File: config.mk
export PLATFORM = sky130hd
export DESIGN_NAME = wb_collect
export DESIGN_NICKNAME = d
export VERILOG_FILES = /design/src/rtl/wb_collect.sv
export SDC_FILE = /design/constraint.sdc
export NUM_CORES = 1
export LEC_CHECK = 0
export CAP_MARGIN = 30
export CELL_PAD_IN_SITES_DETAIL_PLACEMENT = 0
export CELL_PAD_IN_SITES_GLOBAL_PLACEMENT = 1
export CORE_AREA = 2 2 276 278
export CTS_CLUSTER_DIAMETER = 100
export DETAILED_ROUTE_END_ITERATION = 10
export DIE_AREA = 0 0 278 280
export PLACE_DENSITY_LB_ADDON = 0.12
export RECOVER_POWER = 25
export REMOVE_ABC_BUFFERS = 1
export SKIP_LAST_GASP = 1
export SYNTH_ARGS = -nofsm -noshare
export SYNTH_HDL_FRONTEND = slang
export SYNTH_SLANG_ARGS = --single-unit
File: constraint.sdc
create_clock -name clk -period 10.5 [get_ports clk]
set_clock_uncertainty 0.1 [all_clocks]
set_input_delay 2.1 -clock clk [delete_from_list [all_inputs] [get_ports clk]]
set_output_delay 2.1 -clock clk [all_outputs]
set_load 0.01 [all_outputs]
File: src/rtl/wb_collect.sv
`default_nettype none
// ============================================================================
//  Module      : wb_collect
//  Description : Writeback collection stage between the EX pipelines and the
//                ROB completion ports. Each issue lane owns a small in-order
//                FIFO that accepts EX results over a valid/ready handshake and
//                presents the head entry to the ROB. The ROB may refuse a write
//                (bank conflict), and the per-lane FIFO absorbs that
//                backpressure. A pipeline flush empties every lane at once.
//
//  Optional feature macro: NCPU_WB_SKID_EN
//    defined   : 2-entry lane (skid buffer), wb_ready is a flop output with no
//                path from rob_done_ready.
//    undefined : 1-entry lane, wb_ready = empty | rob_done_ready (combinational
//                ROB-to-EX path; refill of a full lane only while it pops).
//
//  Ports (IW = 1 << CONFIG_P_ISSUE_WIDTH lanes, all buses lane-packed, lane 0
//  in the least significant slice):
//    clk, rst_n           clock, asynchronous active-low reset
//    flush                discard all buffered results
//    wb_valid / wb_ready  EX handshake, one bit per lane
//    wb_rob_id, wb_rob_bank, wb_fls, wb_exc, wb_opera, wb_operb, wb_fls_tgt
//                         EX result payload
//    rob_done_valid / rob_done_ready
//                         ROB completion handshake, one bit per lane
//    rob_done_*           head-of-lane payload
//    stall_cnt            per-lane 16-bit saturating count of ROB stall cycles
//
//  Revision    : 1.0  initial release
// ============================================================================

`ifndef PC_W
`define PC_W 32
`endif

module wb_collect #(
    parameter int CONFIG_DW             = 64,
    parameter int CONFIG_P_ISSUE_WIDTH  = 1,
    parameter int CONFIG_P_ROB_DEPTH    = 4,
    parameter int CONFIG_P_COMMIT_WIDTH = 1
) (
    input  logic                                                  clk,
    input  logic                                                  rst_n,
    input  logic                                                  flush,
    // EX side
    input  logic [(1<<CONFIG_P_ISSUE_WIDTH)-1:0]                  wb_valid,
    output logic [(1<<CONFIG_P_ISSUE_WIDTH)-1:0]                  wb_ready,
    input  logic [(1<<CONFIG_P_ISSUE_WIDTH)*CONFIG_P_ROB_DEPTH-1:0]    wb_rob_id,
    input  logic [(1<<CONFIG_P_ISSUE_WIDTH)*CONFIG_P_COMMIT_WIDTH-1:0] wb_rob_bank,
    input  logic [(1<<CONFIG_P_ISSUE_WIDTH)-1:0]                  wb_fls,
    input  logic [(1<<CONFIG_P_ISSUE_WIDTH)-1:0]                  wb_exc,
    input  logic [(1<<CONFIG_P_ISSUE_WIDTH)*CONFIG_DW-1:0]        wb_opera,
    input  logic [(1<<CONFIG_P_ISSUE_WIDTH)*CONFIG_DW-1:0]        wb_operb,
    input  logic [(1<<CONFIG_P_ISSUE_WIDTH)*`PC_W-1:0]            wb_fls_tgt,
    // ROB side
    output logic [(1<<CONFIG_P_ISSUE_WIDTH)-1:0]                  rob_done_valid,
    input  logic [(1<<CONFIG_P_ISSUE_WIDTH)-1:0]                  rob_done_ready,
    output logic [(1<<CONFIG_P_ISSUE_WIDTH)*CONFIG_P_ROB_DEPTH-1:0]    rob_done_id,
    output logic [(1<<CONFIG_P_ISSUE_WIDTH)*CONFIG_P_COMMIT_WIDTH-1:0] rob_done_bank,
    output logic [(1<<CONFIG_P_ISSUE_WIDTH)-1:0]                  rob_done_fls,
    output logic [(1<<CONFIG_P_ISSUE_WIDTH)-1:0]                  rob_done_exc,
    output logic [(1<<CONFIG_P_ISSUE_WIDTH)*CONFIG_DW-1:0]        rob_done_opera,
    output logic [(1<<CONFIG_P_ISSUE_WIDTH)*CONFIG_DW-1:0]        rob_done_operb,
    output logic [(1<<CONFIG_P_ISSUE_WIDTH)*`PC_W-1:0]            rob_done_fls_tgt,
    // Statistics
    output logic [(1<<CONFIG_P_ISSUE_WIDTH)*16-1:0]               stall_cnt
);

    // ------------------------------------------------------------------------
    // Derived sizes
    // ------------------------------------------------------------------------
    localparam int c_iw = 1 << CONFIG_P_ISSUE_WIDTH;
    localparam int c_rw = CONFIG_P_ROB_DEPTH;
    localparam int c_bw = CONFIG_P_COMMIT_WIDTH;
    localparam int c_dw = CONFIG_DW;
    localparam int c_tw = `PC_W;
    // Packed entry: {rob_id, bank, fls, exc, opera, operb, fls_tgt}
    localparam int c_pw = c_rw + c_bw + 2 + 2 * c_dw + c_tw;

    localparam logic [15:0] c_stall_max = 16'hFFFF;

    // Lane occupancy encoding
    localparam logic [1:0] c_st_empty = 2'd0;
    localparam logic [1:0] c_st_one   = 2'd1;
`ifdef NCPU_WB_SKID_EN
    localparam logic [1:0] c_st_two   = 2'd2;
`endif

    // ------------------------------------------------------------------------
    // Per-lane FIFO
    // ------------------------------------------------------------------------
    for (genvar gi = 0; gi < c_iw; gi++) begin : g_lane
        logic [c_pw-1:0] w_in_pl;
        logic [c_pw-1:0] r_head;
        logic [1:0]      r_state;
        logic [1:0]      w_state_nxt;
        logic            w_out_valid;
        logic            w_in_ready;
        logic            w_push;
        logic            w_pop;
        logic [15:0]     r_stall;

        assign w_in_pl = {wb_rob_id  [gi*c_rw +: c_rw],
                          wb_rob_bank[gi*c_bw +: c_bw],
                          wb_fls     [gi],
                          wb_exc     [gi],
                          wb_opera   [gi*c_dw +: c_dw],
                          wb_operb   [gi*c_dw +: c_dw],
                          wb_fls_tgt [gi*c_tw +: c_tw]};

        assign w_out_valid = (r_state != c_st_empty);
        assign w_push      = wb_valid[gi] & w_in_ready;
        assign w_pop       = w_out_valid & rob_done_ready[gi];

        // Occupancy next state. Flush overrides any same-cycle push/pop, so
        // a result accepted in the flush cycle is dropped with the rest.
        always_comb begin
            w_state_nxt = r_state;
            if (flush) begin
                w_state_nxt = c_st_empty;
            end else if (w_push && !w_pop) begin
                case (r_state)
                    c_st_empty: w_state_nxt = c_st_one;
`ifdef NCPU_WB_SKID_EN
                    c_st_one:   w_state_nxt = c_st_two;
`endif
                    default:    w_state_nxt = r_state;
                endcase
            end else if (w_pop && !w_push) begin
                case (r_state)
`ifdef NCPU_WB_SKID_EN
                    c_st_two:   w_state_nxt = c_st_one;
`endif
                    default:    w_state_nxt = c_st_empty;
                endcase
            end
        end

        always_ff @(posedge clk or negedge rst_n) begin
            if (!rst_n) begin
                r_state <= c_st_empty;
            end else begin
                r_state <= w_state_nxt;
            end
        end

`ifdef NCPU_WB_SKID_EN
        // Two-entry lane: r_head is the entry shown to the ROB, r_skid holds
        // the second (younger) entry while the head is blocked.
        logic [c_pw-1:0] r_skid;
        logic            r_ready;

        always_ff @(posedge clk) begin
            if (w_pop) begin
                if (r_state == c_st_two) begin
                    // Younger entry moves up; no push can coincide because
                    // ready is low while the lane is full.
                    r_head <= r_skid;
                end else if (w_push) begin
                    r_head <= w_in_pl;
                end
            end else if (w_push) begin
                if (r_state == c_st_empty) begin
                    r_head <= w_in_pl;
                end else begin
                    r_skid <= w_in_pl;
                end
            end
        end

        // Ready is precomputed from the next occupancy so the EX side sees a
        // plain flop output, independent of rob_done_ready in this cycle.
        always_ff @(posedge clk or negedge rst_n) begin
            if (!rst_n) begin
                r_ready <= 1'b1;
            end else begin
                r_ready <= (w_state_nxt != c_st_two);
            end
        end

        assign w_in_ready = r_ready;
`else
        // Single-entry lane: a full lane may only be refilled in the cycle
        // its head leaves, so ready follows the ROB ready combinationally.
        always_ff @(posedge clk) begin
            if (w_push) begin
                r_head <= w_in_pl;
            end
        end

        assign w_in_ready = (r_state == c_st_empty) | rob_done_ready[gi];
`endif

        // Saturating count of cycles the ROB refused a valid completion.
        // Only reset clears it; flush leaves it alone.
        always_ff @(posedge clk or negedge rst_n) begin
            if (!rst_n) begin
                r_stall <= '0;
            end else if (w_out_valid && !rob_done_ready[gi] && (r_stall != c_stall_max)) begin
                r_stall <= r_stall + 16'd1;
            end
        end

        assign {rob_done_id     [gi*c_rw +: c_rw],
                rob_done_bank   [gi*c_bw +: c_bw],
                rob_done_fls    [gi],
                rob_done_exc    [gi],
                rob_done_opera  [gi*c_dw +: c_dw],
                rob_done_operb  [gi*c_dw +: c_dw],
                rob_done_fls_tgt[gi*c_tw +: c_tw]} = r_head;

        assign rob_done_valid[gi]      = w_out_valid;
        assign wb_ready[gi]            = w_in_ready;
        assign stall_cnt[gi*16 +: 16]  = r_stall;
    end

endmodule

`default_nettype wire

== Word-level counts from Yosys, hierarchy flattened ==
Cells that the tools add are included.
Widths: inputs -> output; s select.

* Word-level logic and storage cells: 48
* Bits of input ports: 341
* Output and inout port bits: 370
* Flip-flop bits (word level): 370

* Multiplexer cells: 8
* Bitwise gates (word level): 6
* Add/subtract/negate cells: 2
* Eq/ne operators: 4
* Reduce and logical (&&, ||, !) cells: 22

{| class="wikitable"
|+ Operator list
! kind !! number
|-
| $add 16x1->16 const B || 2
|-
| $ne 16x16->1 const B || 2
|-
| $mux 2 || 8
|-
| $logic_and 1x1->1 || 8
|-
| $logic_not 1->1 || 6
|-
| $ne 3x2->1 const B || 2
|-
| $reduce_bool 3->1 || 2
|-
| $and 1x1->1 || 4
|-
| $logic_not 2->1 || 2
|-
| $reduce_and 2->1 || 2
|-
| $reduce_bool 2->1 || 2
|-
| $or 1x1->1 || 2
|}

== Longest topological paths before layout ==
* Depth in word-level cells: 8
* Depth in mapped cells: 6
* Gate-level depth less buffers: 5

== Worst setup path after synthesis ==
OpenSTA, ideal clock, no wires.

* Path type: input-to-reg
* Start: input rob_done_ready[1]
* End: register g_lane[1].r_head[0] (enable)
* Cell stages on the path: 3
* Arrival time: 6.342 ns
* Data required time: 9.852 ns
* Slack: 3.510 ns
* Buffers on the path: 0
* Cells stage by stage: and2b_1 > inv_1 > and2_1

* Longest elaborated chain between the ends: 2

{| class="wikitable"
|+ Ends and longest elaborated chain
! element !! RTL line !! source
|-
| start, declared || 57 || <nowiki>input logic [(1<<CONFIG_P_ISSUE_WIDTH)-1:0] rob_done_ready,</nowiki>
|-
| $or 1x1->1 || 191 || <nowiki>assign w_in_ready = (r_state == c_st_empty) | rob_done_ready[gi];</nowiki>
|-
| net g_lane[1].w_in_ready || 98 || <nowiki>logic w_in_ready;</nowiki>
|-
| $and 1x1->1 || 112 || <nowiki>assign w_push = wb_valid[gi] & w_in_ready;</nowiki>
|-
| net g_lane[1].w_push || 99 || <nowiki>logic w_push;</nowiki>
|-
| end signal, assigned || 187 || <nowiki>r_head <= w_in_pl;</nowiki>
|-
| end, declared || 94 || <nowiki>logic [c_pw-1:0] r_head;</nowiki>
|}

The timed path passes the listed nets, and every way through them passes these cells.
A chain may end at the register's enable or synchronous reset.

== Worst setup path after layout ==
* Start: input rob_done_ready[1]
* End: output wb_ready[1]

* Longest elaborated chain between the ends: 1

{| class="wikitable"
|+ Ends and longest elaborated chain
! element !! RTL line !! source
|-
| $or 1x1->1 || 191 ||
|-
| end, declared || 47 || <nowiki>output logic [(1<<CONFIG_P_ISSUE_WIDTH)-1:0] wb_ready,</nowiki>
|}

No other way between the ends.

==> run_results.csv <==
group,metric,value,unit
synthesis,yosys_warnings,0,
critical_path,slowest_delay,0.58,ns
floorplanning,fp.dieH,280,µm
synthesis,avgSynthCellArea,23.94,µm²
cts,clkTransAtPathRegs,0.06,ns
critical_path,cp_num_buf_inv,3,
cts,numCtsBuffers,48,
sta,hold_violations,0,
critical_path,cp-end-kind,"output port",
grt,grt_pass1_vias,7923,
layout,drive_gt1_share,6.002,%
run,maxCapViolCount,0,
cts,worstSkewPairLatency,0.57,ns
floorplanning,start_util,15.60,%
layout,nNetsFinal,1591,
grt,grt_max_degree,138,
routing,first_pass_iters,4,
synthesis,seq_area_frac_synth,92.77,%
sta,post-route-period-util,55.05,%
synthesis,netlist-cell-type-count,37,
critical_path,crit_top_cell,"clkdlybuf4s50_1",
placement,gp_congestion,0.7829,
sta,max_slew.worst_pin.slew,0.9903,ns
placement,dp_hpwl,40160,µm
floorplanning,core,75190,µm²
floorplanning,die_area,77840,µm²
routing,vias,7713,
routing,drt_iter0_markers,390,
layout,final_util,28.62,%
critical_path,arrival,3.58,ns
placement,dp.cells,2176,
sta,max_freq,173.0,MHz
critical_path,crit_fanout,7,
critical_path,criticalPathCategory,"input port to output port",
cts,ctsHoldBuffers,0,
grt,overflow,0,
synthesis,synthCells,490,
floorplanning,die-width,278,µm
sta,period_needed,5.780,ns
placement,numPortBuffers,710,
pwr,p_per_area,173.3,nW/µm²
routing,wl,50730,µm
layout,final_cell_area,21520,µm²
routing,vias_per_cell,3.384,
sta,drv_slew,0,
outcome,run_status,"complete, no violations",
cts,cts_resized,0,
cts,cts_sinks,368,
pwr,p_leak,7.487,nW
critical_path,cp_top_family,"buffers and inverters",
placement,dpl-instance-area,20050,µm²
cts,cts_setup_buffers,0,
cts,clk_path_buf_depth,3,
critical_path,critPathLaunchType,"input port",
sta,setup_viol,0,
sta,max_slew_margin,33.98,%
critical_path,worstPathCellList,"clkdlybuf4s50_1 > and2b_1 > inv_1 > clkdlybuf4s50_1",
cts,h-tree-depth,2,
grt,grt_usage,12.43,%
critical_path,worstPathRequired,8.30,ns
sta,setup_tns,0,ns
routing,wire_per_inst,22.26,µm
floorplanning,io_pins,711,
critical_path,cp_slowest_cell,"clkdlybuf4s50_1",
worst_hold_path,hp-class,"flop to flop",
grt,grt_first_pass_wirelength,67050,µm
routing,drc,0,
floorplanning,rows,101,
pwr,vdd_ir_drop_max,0.1217,mV
layout,area_growth_syn_to_layout,83.45,%
sta,rsz0062_at_grt,"false",
cts,cts-root-buf,"clkbuf_16",
synthesis,ys_ff_latch,368,
synthesis,syn_area,11730,µm²
grt,antenna_found_initial,38,
layout,fin_cells,2279,
routing,ant_nets,0,
cts,cts_tree,"done",
-- cells in the final DEF, fill, tap and decap left out, types with 2 or more instances in the layout --
cell type	instances
a21oi_1	2
and2_4	2
and3_1	2
and4_1	3
buf_4	2
clkbuf_1	16
clkbuf_16	48
clkbuf_8	2
clkdlybuf4s50_1	433
clkinv_1	8
clkinv_2	4
clkinvlp_4	2
dfrtp_1	34
diode_2	18
dlygate4sd3_1	276
edfxtp_1	334
ha_1	2
inv_1	3
inv_6	4
nand2_1	9
nand3_1	12
nand4_1	13
nor2_1	13
nor3_1	4
nor4_1	2
nor4_2	2
o2111ai_1	2
o211ai_1	2
o21a_1	3
or2_2	2
xnor2_1	18
xor2_1	7
-- routing by layer --
metal | global-route usage, % | part of all wire, % | wire (µm)
met3 | 5.188 | 8.8 | 4459
met2 | 22.10 | 52 | 26290
met5 | 0 | 0.12 | 60
met1 | 13.40 | 36 | 18480
met4 | 3.742 | 2.8 | 1445
-- worst reg2reg max path: cells and delay by family (launching register included) --
kind / cells / cell delay, ns
flops: 1 / 0.40
buf+inv: 2 / 1.02
simple gates: 2 / 0.74
-- cell type report --
class                           count  area [µm²]
Clock inverter                     19       130.1
Fill cell                        7493       53670
Clock buffer                       66        1289
Antenna cell                       18       45.04
Inverter                            3       11.26
Timing Repair Buffer              713        7137
Sequential cell                   368       10880
Multi-Input combinational cell    114       800.8
Tap cell                          978        1224
-- worst paths after layout --
check / from / end / slack, ns / cells after the start
worst max-delay path: rob_done_ready[1] / wb_ready[1] / 4.72 / 4
min in group asynchronous: rst_n / g_lane[1].r_state[0] / 1.52 / 1
worst min register to register: g_lane[1].r_stall[7] / g_lane[1].r_stall[7] / 0.42 / 1
worst max register to register: g_lane[0].r_state[0] / g_lane[0].r_head[104] / 7.80 / 4
max in group asynchronous: rst_n / g_lane[0].r_stall[14] / 8.22 / 1
worst min-delay path: g_lane[1].r_stall[7] / g_lane[1].r_stall[7] / 0.42 / 1
-- stage by stage --
step                      hold slack [ns]  power [mW]  setup WS (ns)
final                              0.4198       3.728          4.720
after global routing               0.4544       3.888          4.648
after CTS                          0.4237       3.831          4.692
after detailed placement           0.4118       2.277          4.706
after global placement             0.4237       2.279          4.677
after floorplan                    0.4363       1.904          3.462
-- cell families (layout without fill, tap and decap cells) --
| family | after synthesis | in the layout | synth area share (%) |
|---|---|---|---|
| xor gates and xnor gates | 25 | 25 | 1.867 |
| and+or+nand+nor | 73 | 73 | 3.734 |
| DFF | 368 | 368 | 92.77 |
| adders and majority gates | 2 | 2 | 0.2133 |
| other | 0 | 18 | 0 |
| buffers and inverters | 8 | 801 | 0.4480 |
| muxes | 2 | 2 | 0.2240 |
| AOI/OAI and AO/OA | 12 | 12 | 0.7467 |
-- registers in the layout, indices dropped and copies added, names as in the netlist --
| signal | count |
|---|---|
| g_lane.r_head | 334 |
| g_lane.r_stall | 32 |
| g_lane.r_state | 2 |
-- report_power, final --
part	switching, mW	internal [mW]	leakage, nW
sequential	0.0569	1.71	3.68
combinational	0.185	0.261	3.12
clock	0.652	0.859	0.683
-- Yosys cell counts --
cell       instances  share of area (%)
mux2_4             1               0.13
or2_2              2               0.11
buf_4              4               0.26
o211ai_1           2               0.13
and2_1             2               0.11
nand2_4            1              0.096
and3_2             1              0.064
xor2_1             7               0.52
and4b_1            1              0.085
inv_1              3              0.096
mux2_2             1              0.096
dfrtp_1           34                7.3
nor2_1            13               0.42
or4_4              1              0.096
nand4_4            1               0.18
nor4_1             2               0.11
nand3_1           12               0.51
nor2b_1            1              0.053
and2b_1            1              0.064
nor3_1             4               0.17
o21a_1             3               0.19
nor4b_1            1              0.075
nand4b_1           1              0.075
o2111ai_1          2               0.15
ha_1               2               0.21
and3_1             2               0.11
a31oi_1            1              0.053
edfxtp_1         334                 86
nand2_1            9               0.29
o21ai_0            1              0.043
and4_1             3               0.22
nor4_2             2               0.21
a21oi_1            2              0.085
nand4_1           13               0.69
xnor2_1           18                1.3
buf_6              1              0.096
o41a_1             1              0.096
Power figures use the tool's default switching activity.
